`src/rtl/sr_pulse_pkg.sv`:
```
// Shared types and defaults for the SR latch pulse generator.
// Optional conflict counter: SR_PULSE_GEN_CONFLICT_CNT_EN.
package sr_pulse_pkg;

    typedef enum logic [1:0] {
        IDLE,
        SET_P,
        CLR_P,
        GUARD
    } sr_pulse_state_t;

    localparam int PULSE_W_DEF = 4;
    localparam int GUARD_W_DEF = 2;
    localparam int CNT_W_DEF   = 8;

    function automatic int timer_w(input int a, input int b);
        int m;
        m = (a > b) ? a : b;
        return (m > 1) ? $clog2(m) : 1;
    endfunction

endpackage

```
`src/rtl/sr_pulse_timer.sv`:
```
// Loadable down-counter shared by the pulse and guard phases.
// Holds at zero until the next load.
module sr_pulse_timer
    import sr_pulse_pkg::*;
#(
    parameter int W = 2
) (
    input  logic         clk,
    input  logic         rst_n,
    input  logic         load,
    input  logic [W-1:0] load_val,
    output logic         zero
);

    logic [W-1:0] cnt;

    always_ff @(posedge clk) begin
        if (!rst_n) begin
            cnt <= '0;
        end else if (load) begin
            cnt <= load_val;
        end else if (cnt != '0) begin
            cnt <= cnt - W'(1);
        end
    end

    assign zero = (cnt == '0);

endmodule

```
`src/rtl/sr_pulse_gen.sv`:
```
// Converts set/clear requests into exclusive, timed S/R pulses with guard.
// Optional conflict counter: SR_PULSE_GEN_CONFLICT_CNT_EN.
module sr_pulse_gen
    import sr_pulse_pkg::*;
#(
    parameter int PULSE_W = PULSE_W_DEF,
    parameter int GUARD_W = GUARD_W_DEF,
    parameter int CNT_W   = CNT_W_DEF
) (
    input  logic             clk,
    input  logic             rst_n,
    input  logic             set_req,
    input  logic             clr_req,
    output logic             S,
    output logic             R,
    output logic             busy,
    output logic             done,
    output logic             q_track,
    output logic [CNT_W-1:0] conflict_cnt
);

    localparam int TW = timer_w(PULSE_W, GUARD_W);
    localparam logic [TW-1:0] PW_LD = TW'(PULSE_W - 1);
    localparam logic [TW-1:0] GW_LD = TW'(GUARD_W - 1);

    sr_pulse_state_t state_q, state_d;
    logic            s_d, r_d, busy_d, done_d, q_d;
    logic            t_load, t_zero;
    logic [TW-1:0]   t_val;

    sr_pulse_timer #(.W(TW)) u_timer (
        .clk      (clk),
        .rst_n    (rst_n),
        .load     (t_load),
        .load_val (t_val),
        .zero     (t_zero)
    );

    always_comb begin
        state_d = state_q;
        s_d     = 1'b0;
        r_d     = 1'b0;
        busy_d  = 1'b0;
        done_d  = 1'b0;
        q_d     = q_track;
        t_load  = 1'b0;
        t_val   = PW_LD;
        unique case (state_q)
            IDLE: begin
                if (set_req && !clr_req) begin
                    state_d = SET_P;
                    s_d     = 1'b1;
                    busy_d  = 1'b1;
                    t_load  = 1'b1;
                end else if (clr_req && !set_req) begin
                    state_d = CLR_P;
                    r_d     = 1'b1;
                    busy_d  = 1'b1;
                    t_load  = 1'b1;
                end
            end
            SET_P, CLR_P: begin
                busy_d = 1'b1;
                if (t_zero) begin
                    state_d = GUARD;
                    t_load  = 1'b1;
                    t_val   = GW_LD;
                    q_d     = (state_q == SET_P);
                end else begin
                    s_d = (state_q == SET_P);
                    r_d = (state_q == CLR_P);
                end
            end
            GUARD: begin
                busy_d = 1'b1;
                if (t_zero) begin
                    state_d = IDLE;
                    busy_d  = 1'b0;
                    done_d  = 1'b1;
                end
            end
            default: state_d = IDLE;
        endcase
    end

    always_ff @(posedge clk) begin
        if (!rst_n) begin
            state_q <= IDLE;
            S       <= 1'b0;
            R       <= 1'b0;
            busy    <= 1'b0;
            done    <= 1'b0;
            q_track <= 1'b0;
        end else begin
            state_q <= state_d;
            S       <= s_d;
            R       <= r_d;
            busy    <= busy_d;
            done    <= done_d;
            q_track <= q_d;
        end
    end

`ifdef SR_PULSE_GEN_CONFLICT_CNT_EN
    logic conflict;
    assign conflict = (state_q == IDLE) && set_req && clr_req;

    // Saturating: once full it stays full until reset
    always_ff @(posedge clk) begin
        if (!rst_n) begin
            conflict_cnt <= '0;
        end else if (conflict && (conflict_cnt != '1)) begin
            conflict_cnt <= conflict_cnt + CNT_W'(1);
        end
    end
`else
    assign conflict_cnt = '0;
`endif

endmodule

```
`config.mk`:
```
export PLATFORM = sky130hd
export DESIGN_NAME = sr_pulse_gen
export DESIGN_NICKNAME = d
export VERILOG_FILES = /design/src/rtl/sr_pulse_pkg.sv /design/src/rtl/sr_pulse_timer.sv /design/src/rtl/sr_pulse_gen.sv
export SDC_FILE = /design/constraint.sdc
export NUM_CORES = 1
export LEC_CHECK = 0
export BUFFER_PORTS_ARGS = -buffer_cell sky130_fd_sc_hd__buf_2
export CORE_AREA = 2 2 39 41
export CTS_CLUSTER_SIZE = 10
export DETAILED_ROUTE_END_ITERATION = 10
export DIE_AREA = 0 0 41 43
export MAX_ROUTING_LAYER = met4
export PLACE_DENSITY = 0.73
export SLEW_MARGIN = 10
export SYNTH_ARGS = -nofsm -noshare
export SYNTH_HDL_FRONTEND = slang
export SYNTH_SLANG_ARGS = --single-unit
export TNS_END_PERCENT = 20
```
`constraint.sdc`:
```
create_clock -name clk -period 1.6 [get_ports clk]
set_input_delay 0.24 -clock clk [delete_from_list [all_inputs] [get_ports clk]]
set_output_delay 0.24 -clock clk [all_outputs]
set_load 0.02 [all_outputs]
```
# == Yosys cells after proc, flatten, opt, wreduce, memory -nomap -nowiden ==
# Cells that the tools add are included.
# totals
ff_bits,9
inputBits,4
output_inout_bits,13
word_cells,47
# op_classes
n_addsub,1
n_eq_ne,6
n_mux,21
n_reduce_logical,12
# ops
cell,count
$mux W2,8
$mux W1,8
$pmux W1 S2,3
$pmux W2 S3,1
$eq A2 B2 Y1 const B,2
$logic_not A2 Y1,2
$ne A2 B2 Y1 const B,2
$reduce_and A2 Y1,2
$reduce_bool A2 Y1,2
$ne A3 B3 Y1 const B,1
$pmux W1 S3,1
$reduce_and A3 Y1,1
$eq A2 B1 Y1 const B,1
$logic_and A1 B1 Y1,2
$logic_not A1 Y1,2
$reduce_or A2 Y1,1
$sub A2 B1 Y2 const B,1

# == Depth between registers and ports, before layout ==
# Gate-level depths: netlist of run 1.
# logic_depth
word_depth,6
ltp_mapped,6
ltp_nobuf,5

# == By module ==
# From an unflattened synthesis of run 1, not the netlist that was laid out.
# unflattened
cells_unflattened,69
hier_area_um2,598.1
# by_module_without_submodules
mod,n_inst,cells_per_inst,area_per_inst_um2,seq_area_each_um2
sr_pulse_gen,1,56,474.2,140.1
sr_pulse_timer,1,13,123.9,40.0

# == Worst setup path after synthesis of run 1 ==
# No wires, ideal clock.
# synth_path
kind,reg-to-reg
startpoint,register state_q[0]
endpoint,register state_q[0]
setup_time_ns,0.072
arrival_time_ns,1.301
t_required_ns,1.528
setup_slack_ns,0.227
stages_incl_launch_ff,6
path_buffers,1
synth_period_minus_slack_ns,1.373
path_cell_list,dfxtp_1 -> inv_1 -> ha_1 -> buf_6 -> a221oi_4 -> mux2i_1
# synth_between
elab_chain_len,4
word_cells_on_any_way,10
classes_between,6 x eq/ne; 1 x mux; 3 x reduce/logical
# synth_rtl
item,line,source
from (decl),sr_pulse_gen.sv:26,"sr_pulse_state_t state_q, state_d;"
from (signal assigned),sr_pulse_gen.sv:95,state_q <= state_d;
$eq A2 B1 Y1 / $eq A2 B2 Y1 (equally long branches),sr_pulse_gen.sv:48,unique case (state_q)
$reduce_or A2 Y1,sr_pulse_gen.sv:48,
$ne A2 B2 Y1 (no source line),n/a,
$reduce_and A3 Y1 (no source line),n/a,
# Parallel ways exist; a longest one is shown, timed or not.
# A chain may end at the register's enable or synchronous reset.

# == Worst setup path after layout of run 1 ==
# layout_path
startpoint,register state_q[0]
endpoint,register u_timer.cnt[1]
# layout_between
elab_chain_len,4
word_cells_on_any_way,8
classes_between,2 x eq/ne; 3 x mux; 3 x reduce/logical
# layout_rtl
item,line,source
$eq A2 B1 Y1 / $eq A2 B2 Y1 (equally long branches),sr_pulse_gen.sv:48,
$reduce_or A2 Y1,sr_pulse_gen.sv:48,
$pmux W1 S2 / $mux W2 (equally long branches),sr_pulse_gen.sv:48,
$mux W2 / $reduce_bool A2 Y1 (equally long branches),n/a,
to (signal assigned),sr_pulse_timer.sv:21,cnt <= load_val;
to (signal assigned),sr_pulse_timer.sv:23,cnt <= cnt - W'(1);
to (decl),sr_pulse_timer.sv:15,logic [W-1:0] cnt;
# Parallel ways exist; a longest one is shown, timed or not.

==> results_dict.tcl, run 1 <==
set metrics [dict create \
    worstPathRequired_ns 1.79 \
    hold_viol 0 \
    reg2reg_slack_ns 0.17 \
    worstSetupPathType "reg2reg" \
    startpoint "state_q[0]" \
    synth_cell_types 23 \
    fin_nets 90 \
    syn_avg_cell_area_um2 9.044 \
    switching_share_pct 40.66 \
    rsz0062_at_grt "no" \
    max_freq_mhz 697.9 \
    diodes 0 \
    hold_path.class "in2reg" \
    cp_max_fo 8 \
    grt_max_degree 12 \
    cp.depth 5 \
    ant_nets 0 \
    grt.total_usage_pct 13.04 \
    r2r_end "u_timer.cnt[1]" \
    yosysSeqAreaShare_pct 28.46 \
    synth_area_um2 633.1 \
    p_leak_nw 0.3262 \
    cts_made_buffers 3 \
    ir_worst_vdd_uv 776.7 \
    synthCells 70 \
    drcViolationCount 0 \
    routed_wl_um 855 \
    drt-initial-drc-count 3 \
    worstSetupEndpointType "flip-flop" \
    die_w_um 41 \
    post_drt_wl_per_cell_um 9.194 \
    maxSlewViolCount 0 \
    tns_ns 0 \
    r2r_cells 5 \
    setup_violations 0 \
    p_seq_share_pct 29.3 \
    cts_sinks 9 \
    clock_skew_ns 0.008226 \
    cts_tree "yes" \
    seq_area_um2 180.2 \
    io_pins 17 \
    critical_path.top_delay_family "adder cells" \
    cts_setup_buffers 0 \
    start_util_pct 45.75 \
    final_common_cell "nand2_1" \
    antenna_found_initial 0 \
    viasPerCell 4.602 \
    combPwrFrac_pct 54.9 \
    r2r_start "state_q[0]" \
    synth-seq-cells 9 \
    outcome "complete, no violations" \
    crit_buf_inv 1 \
    critPathMaxStageDelay_ns 0.42 \
    grt_pass1_wl_um 1428 \
    min_from "rst_n" \
    crit_path_cell_trace "inv_1 -> ha_2 -> nand2_1 -> a21oi_2 -> mux2i_1" \
    port_buffers 8 \
    num_rows 14 \
    h-tree-depth 1 \
    multi_input_area_um2 361.6 \
    final_core_util_pct 47.29 \
    route.vias.total 428 \
    place.gp.congestion 0.7019 \
    final_cell_mix "nand2_1, dfxtp_1, conb_1, buf_2" \
    internal_power_mw 0.6634 \
    setup.worst_path.start_class "flip-flop" \
    clk_pin_slew_ns 0.06 \
    cp_data_arrival_time_ns 1.62 \
    critPathCapture "u_timer.cnt[1]" \
    dp_hpwl_um 676.3 \
    clk_path_buf_depth 2 \
    area_growth_syn_to_layout_pct 3.360 \
    power.switching_mw 0.4545 \
    die_area_um2 1763 \
    ys_warn_count 0 \
    pwr_density_cell_nw_per_um2 1708 \
    crit_slowest_cell "ha_2" \
    fin_crit_ns 1.433 \
    n_fill_cell 146 \
    core_area_um2 1384 \
    maxCapViolCount 0 \
    drive_above_1_share_pct 19.48 \
    fp.dieH_um 43 \
    clkPwrFrac_pct 15.8 \
    clock_latency_ns 0.27 \
    grt_overflow 0 \
    first_global_vias 369 \
    cts-root-buf "clkbuf_4" \
    firstDrtPassIters 3 \
    final.period_utilization_pct 89.55 \
]
## worst register-to-register path, cell delays in order (launching register included)
cell and delay, ns:
dfxtp_1 0.38, inv_1 0.08, ha_2 0.42, nand2_1 0.11, a21oi_2 0.18, mux2i_1 0.19
## worst min path at each step
stage                     end  slack, ns  cells past startpoint
2_1_floorplan               R       0.39                      2
3_5_place_dp          q_track       0.46                      2
4_1_cts        u_timer.cnt[0]       0.30                      2
3_3_place_gp          q_track       0.45                      2
5_1_grt        u_timer.cnt[0]       0.30                      2
6_report       u_timer.cnt[0]       0.31                      2
## stage by stage
stage | cells | cell area (um2) | hold WS (ns) | power [mW] | worst slack [ns]
3_5_place_dp | 89 | 625.6 | 0.4559 | 0.9378 | 0.09165
6_report | 93 | 654.4 | 0.3086 | 1.118 | 0.1671
4_1_cts | 93 | 651.9 | 0.3025 | 1.120 | 0.08796
2_1_floorplan | 77 | 659.4 | 0.3939 | 0.9298 | 0.2269
5_1_grt | 93 | 654.4 | 0.3011 | 1.225 | 0.03945
3_3_place_gp | 89 | 625.6 | 0.4529 | 0.9308 | 0.1392
## cells in the mapped netlist
| library cell | number | area share (%) |
|---|---|---|
| a21boi_1 | 1 | 1.2 |
| a21oi_1 | 2 | 1.6 |
| a21oi_2 | 1 | 1.4 |
| a221oi_4 | 1 | 4.2 |
| and3_1 | 1 | 0.99 |
| buf_4 | 9 | 11 |
| buf_6 | 2 | 3.6 |
| clkbuf_1 | 1 | 0.59 |
| conb_1 | 1 | 0.59 |
| dfxtp_1 | 9 | 28 |
| ha_1 | 8 | 16 |
| inv_1 | 7 | 4.2 |
| mux2_1 | 1 | 1.8 |
| mux2i_1 | 3 | 4.7 |
| nand2_1 | 10 | 5.9 |
| nand2b_1 | 5 | 4.9 |
| nand3_1 | 2 | 1.6 |
| nand3b_1 | 1 | 1.2 |
| nor2b_2 | 1 | 1.4 |
| o211ai_1 | 1 | 1.2 |
| o21a_1 | 1 | 1.2 |
| o311a_1 | 1 | 1.6 |
| xnor2_1 | 1 | 1.4 |
## power by group through the flow
stage / clock [mW] / combinational (mW) / sequential (mW)
finish: 0.176 / 0.614 / 0.328
global placement: 0 / 0.598 / 0.332
floorplan: 0 / 0.574 / 0.356
global route: 0.192 / 0.692 / 0.340
detailed placement: 0 / 0.606 / 0.332
CTS: 0.184 / 0.607 / 0.329
## layout make-up
class	count	share of cell area, %
multi-input cells	49	55.26
inverters	7	4.015
well taps	16	3.059
repair buffers	8	6.119
clock buffers	4	4.015
flip-flops and latches	9	27.53
## cells by family after synthesis
group / Yosys count / synth area share, %
xor+xnor: 1 / 1.384
fa+ha+maj: 8 / 15.81
buf+inv: 19 / 18.97
compound gates: 8 / 12.26
other cells: 1 / 0.5923
flops: 9 / 28.46
mux: 4 / 6.522
simple gates: 20 / 16.01
## registers in the layout, summed over array words and instances (netlist names)
register     cells
R                1
S                1
busy             1
q_track          1
done             1
u_timer.cnt      2
state_q          2
## routing by layer
| layer | wire length (um) | vias to the layer above | share of wire [%] | track usage, % |
|---|---|---|---|---|
| li1 | - | 222 | - | - |
| met3 | 53 | 5 | 6.2 | 3.141 |
| met2 | 375 | 15 | 44 | 17.19 |
| met5 | 0 | - | 0 | - |
| met4 | 49 | 0 | 5.7 | 14.00 |
| met1 | 377 | 186 | 44 | 14.38 |
## repair_timing
item	CTS	global route
endpoints found under the setup margin	0	1
hold buffers	0	0
resized for setup	0	1
(Power assumes the default switching activity.)
==> run 2, diff against run 1 <==
Settings changed: CTS_BUF_LIST from default to sky130_fd_sc_hd__clkbuf_4 sky130_fd_sc_hd__clkbuf_8, HOLD_SLACK_MARGIN from default to 0.06.
==> run 2 against run 1 <==
Against the previous run:
- count of clock-buffer cells in the layout unchanged
- clock power up 8%
- clock skew up 0.0024 ns
- critical path depth unchanged
- via count up 1.6%
- cell count unchanged
- sequential power about the same
- routed wire length down 0.94%
- non-clock buffer count unchanged
- critical endpoint unchanged
==> results_dict.tcl, run 2 (same netlist as run 1, synthesis figures left out) <==
set metrics [dict create \
    maxCapViolCount 0 \
    viasPerCell 4.677 \
    min_from "rst_n" \
    diodes 0 \
    cts_sinks 9 \
    first_global_vias 370 \
    fp.dieH_um 43 \
    cts_made_buffers 3 \
    power.switching_mw 0.4529 \
    h-tree-depth 1 \
    topRoutingLayerUsed "met4" \
    ir_worst_vdd_uv 755.9 \
    start_util_pct 45.75 \
    placed_cells 89 \
    die_w_um 41 \
    num_rows 14 \
    drt-initial-drc-count 3 \
    cp_data_arrival_time_ns 1.63 \
    cts-root-buf "clkbuf_4" \
    setup_ws_ns 0.1554 \
    worstSetupEndpointType "flip-flop" \
    grt_overflow 0 \
    place.gp.congestion 0.7019 \
    io_pins 17 \
    wl_met3_um 62 \
    final_cell_mix "nand2_1, dfxtp_1, conb_1, buf_2" \
    cts_tree "yes" \
    firstDrtPassIters 4 \
    clock_latency_ns 0.26 \
    switching_share_pct 39.97 \
    die_area_um2 1763 \
    cp_max_fo 8 \
    area_growth_syn_to_layout_pct 3.953 \
    clkPwrFrac_pct 16.8 \
    fin_cells 93 \
    p_leak_nw 0.3296 \
    top_regs "state_q: 2 flops, u_timer.cnt: 2 flops" \
    combPwrFrac_pct 54.3 \
    fin_crit_ns 1.445 \
    startpoint "state_q[0]" \
    fin_nets 90 \
    grt_pass1_wl_um 1407 \
    seq_area_um2 180.2 \
    tns_ns 0 \
    setup.worst_path.start_class "flip-flop" \
    holdWs_ns 0.3209 \
    final_core_util_pct 47.56 \
    n_fill_cell 148 \
    final_common_cell "nand2_1" \
    hold_viol 0 \
    r2r_start "state_q[0]" \
    grt_max_degree 12 \
    antenna_found_initial 0 \
    drcViolationCount 0 \
    clk_pin_slew_ns 0.07 \
    route.vias.total 435 \
    grt.total_usage_pct 11.91 \
    dp_hpwl_um 676.3 \
    multi_input_area_um2 361.6 \
    wl_met1_um 377 \
    port_buffers 8 \
    rsz0062_at_grt "no" \
    final.period_utilization_pct 90.29 \
    routed_wl_um 847 \
    drive_above_1_share_pct 20.78 \
    internal_power_mw 0.6803 \
    route.met2.wl_um 397 \
    ant_nets 0 \
    p_seq_share_pct 28.9 \
    pre_cts_slack_ns 0.09165 \
    core_area_um2 1384 \
    worstSetupPathType "reg2reg" \
    clk_path_buf_depth 2 \
    outcome "complete, no violations" \
    worstPathRequired_ns 1.78 \
    maxSlewViolCount 0 \
    setup_violations 0 \
    post_drt_wl_per_cell_um 9.108 \
    pwr_density_cell_nw_per_um2 1722 \
    hold_path.class "in2reg" \
    max_freq_mhz 692.2 \
    clock_skew_ns 0.01064 \
]
[run 2: worst paths after layout]
| kind | end | slack [ns] | cells after the start |
|---|---|---|---|
| setup / recovery | u_timer.cnt[1] | 0.16 | 5 |
| setup reg to reg | u_timer.cnt[1] | 0.16 | 5 |
| hold reg to reg | q_track | 0.46 | 2 |
| hold / removal | u_timer.cnt[0] | 0.32 | 2 |
[run 2: through the flow]
step | total power [mW] | instance area (um2)
finish | 1.133 | 658.1
global route | 1.240 | 658.1
CTS | 1.133 | 655.6
detailed placement | 0.9378 | 625.6
global placement | 0.9308 | 625.6
floorplan | 0.9298 | 659.4
[run 2: power groups by stage]
stage / Sequential [mW] / Combinational [mW] / Clock [mW]
after floorplan: 0.356 / 0.574 / 0
after global placement: 0.332 / 0.598 / 0
after detailed placement: 0.332 / 0.606 / 0
after CTS: 0.329 / 0.607 / 0.197
after global routing: 0.340 / 0.692 / 0.207
final: 0.328 / 0.615 / 0.190
[run 2: area by class of cell]
cell class | instances | share of cell area (%)
multi-input combinational | 49 | 54.94
timing repair buffer | 8 | 6.084
clock buffer | 4 | 4.563
tap | 16 | 3.042
sequential | 9 | 27.38
inverter | 7 | 3.992
[run 2: what timing repair did]
action,CTS,global route
buffers inserted,0,0
setup endpoints to repair,0,1
hold buffers,0,0
endpoints found under the hold margin,0,0
gates resized for setup,0,1
[run 2: layer usage]
metal	track usage, %	vias to the layer above
met5	-	-
li1	-	222
met3	3.141	2
met2	17.81	18
met4	6.000	0
met1	14.06	193
[run 2: worst max-delay path: stages, from the launching register on]
cell and delay [ns]:
dfxtp_1 0.38, inv_1 0.08, ha_2 0.42, nand2_1 0.11, a21oi_2 0.18, mux2i_1 0.19
==> run 3, diff against run 2 <==
Settings changed: ABC_AREA from default to 1, PLACE_DENSITY 0.73 to 0.72.
==> run 3 against run 2 <==
Against the previous run:
- combinational power up 12%
- sequential cell count is the same
- synthesized area decreased by 3.4%
- count of clock-buffer cells in the layout unchanged
- global-route usage increased by 3.1 points
- clock power is 7% higher
- core utilization up 0.72 points
- first-iteration DRC count grew 67%
- hold slack worse by 0.074 ns
- total power up 7.5%
- sequential power about the same
- worst setup slack got worse by 0.015 ns
==> results_dict.tcl, run 3 <==
set metrics [dict create \
    outcome "complete, no violations" \
    synth_area_leaders "dfxtp_1, ha_1, nand2_1" \
    dpl_cell_area_um2 638.1 \
    path_common_cell "nor2_1" \
    critPathMaxStageDelay_ns 0.37 \
    rsz0062_at_grt "no" \
    maxSlewViolCount 0 \
    area_growth_syn_to_layout_pct 9.202 \
    total_power_mw 1.218 \
    cts_tree "yes" \
    place.gp.congestion 0.7573 \
    h-tree-depth 1 \
    grt_max_degree 8 \
    ys_async_sr_fraction_pct 0 \
    clk_path_buf_depth 2 \
    synth-edff-count 0 \
    synth-seq-cells 9 \
    drt-initial-drc-count 5 \
    final_common_cell "nand2_1" \
    ant_nets 0 \
    setup.worst_path.start_class "flip-flop" \
    clock_skew_ns 0.002212 \
    fin_crit_ns 1.459 \
    firstDrtPassIters 4 \
    route.vias.total 480 \
    port_buffers 8 \
    viasPerCell 4.486 \
    cp_data_arrival_time_ns 1.63 \
    maxCapViolCount 0 \
    synth_area_um2 611.8 \
    grt_overflow 0 \
    drcViolationCount 0 \
    first_global_vias 427 \
    hold_buffers 0 \
    antenna_found_initial 0 \
    postCtsResizedCells 0 \
    clock_latency_ns 0.27 \
    grt_pass1_wl_um 1711 \
    yosysSeqAreaShare_pct 29.45 \
    synth.most_common_cell "nand2_1" \
    start_util_pct 44.21 \
    p_seq_share_pct 26.8 \
    max_freq_mhz 685.3 \
    post_drt_wl_per_cell_um 9.636 \
    fin_area_um2 668.1 \
    final_cell_mix "nand2_1, inv_1, dfxtp_1" \
    setup_violations 0 \
    cts-root-buf "clkbuf_4" \
    grt.total_usage_pct 15.01 \
    synthCells 80 \
    ys.flop_type "dfxtp_1" \
    tns_ns 0 \
    power.switching_mw 0.5311 \
    worstPathRequired_ns 1.77 \
    p_leak_nw 0.3768 \
    switching_share_pct 43.61 \
    final.period_utilization_pct 91.20 \
    crit_path_cell_trace "bufinv_8 -> ha_1 -> nand2_1 -> nand3_4 -> nor2_1 -> nor2_1" \
    ir_worst_vdd_uv 735.6 \
    cts_sinks 9 \
    hold_path.class "in2reg" \
    top_regs "state_q: 2 flops, u_timer.cnt: 2 flops" \
    diodes 0 \
    cts_made_buffers 3 \
    synth_cell_types 16 \
    drive_above_1_share_pct 18.68 \
    die_area_um2 1763 \
    clkPwrFrac_pct 16.8 \
    dp_hpwl_um 810.6 \
    crit_buf_inv 1 \
    ys_warn_count 0 \
    worstSetupPathType "reg2reg" \
    combPwrFrac_pct 56.4 \
    cts_setup_buffers 0 \
    clk_pin_slew_ns 0.06 \
    fp.dieH_um 43 \
    worstSetupEndpointType "flip-flop" \
    core_area_um2 1384 \
    yosys-top-cells-count "nand2_1, inv_1, dfxtp_1" \
    pre_cts_slack_ns 0.1307 \
    critical_path.top_delay_family "simple AND/OR/NAND/NOR gates" \
    internal_power_mw 0.6869 \
    setup_ws_ns 0.1408 \
    routed_wl_um 1031 \
    crit_slowest_cell "dfxtp_1" \
    num_rows 14 \
    fin_nets 104 \
    holdWs_ns 0.2473 \
    die_w_um 41 \
    io_pins 17 \
    yosysTopAreaCellShare_pct 29.45 \
    pwr_density_cell_nw_per_um2 1823 \
    syn_avg_cell_area_um2 7.648 \
    hold_viol 0 \
    synth_top_area_cell "dfxtp_1" \
    cp_max_fo 7 \
]
==> run 3: path summary, 6_finish.rpt <==
path	start	to	slack (ns)	depth (start not counted)
max	state_q[0]	state_q[0]	0.14	6
min	rst_n	u_timer.cnt[1]	0.25	3
max reg2reg	state_q[0]	state_q[0]	0.14	6
min reg2reg	q_track	q_track	0.48	2
==> run 3: cells by family (layout without fill, tap and decap cells) <==
| logic type | count (synthesis) | count (layout) | synth area share (%) |
|---|---|---|---|
| adder cells (fa/ha/maj) | 8 | 8 | 16.36 |
| AND/OR/NAND/NOR | 31 | 31 | 22.49 |
| buffers and inverters | 21 | 25 | 22.29 |
| AO/OA/AOI/OAI | 9 | 9 | 7.361 |
| other | 1 | 8 | 0.6129 |
| XOR/XNOR | 1 | 1 | 1.432 |
| flip-flops | 9 | 9 | 29.45 |
==> run 3: per-stage QoR <==
| stage | instances | util, % |
|---|---|---|
| 2_1_floorplan | 87 | - |
| 3_3_place_gp | 103 | 46.11 |
| 3_5_place_dp | 103 | 46.11 |
| 4_1_cts | 107 | 48.28 |
| 5_1_grt | 107 | 48.28 |
| 6_report | 107 | 48.28 |
==> run 3: worst register-to-register path: cells and delay by family (launching register included) <==
kind | cells | cell delay, ns
DFF | 1 | 0.37
and+or+nand+nor | 4 | 0.42
adders and majority gates | 1 | 0.37
buffers and inverters | 1 | 0.20
==> run 3: layer usage <==
| metal | vias up | GRT usage [%] | part of all wire [%] |
|---|---|---|---|
| met1 | 207 | 16.67 | 42 |
| met2 | 17 | 22.81 | 49 |
| met5 | - | - | 0 |
| li1 | 252 | - | - |
| met4 | 0 | 10.00 | 3.5 |
| met3 | 4 | 3.141 | 6.1 |
==> run 3: layout make-up <==
cell class / instances / area (um2)
multi-input combinational: 57 / 321.6
tap: 16 / 20.02
fill: 140 / 715.7
clock buffer: 4 / 30.03
sequential: 9 / 180.2
timing repair buffer: 8 / 40.04
inverter: 13 / 76.32
==> run 3: power by group through the flow <==
stage	combinational (mW)	clock [mW]	sequential (mW)
2_1_floorplan	0.540	0	0.360
3_3_place_gp	0.673	0	0.331
3_5_place_dp	0.688	0	0.334
4_1_cts	0.692	0.204	0.328
5_1_grt	0.792	0.213	0.341
6_report	0.687	0.204	0.327
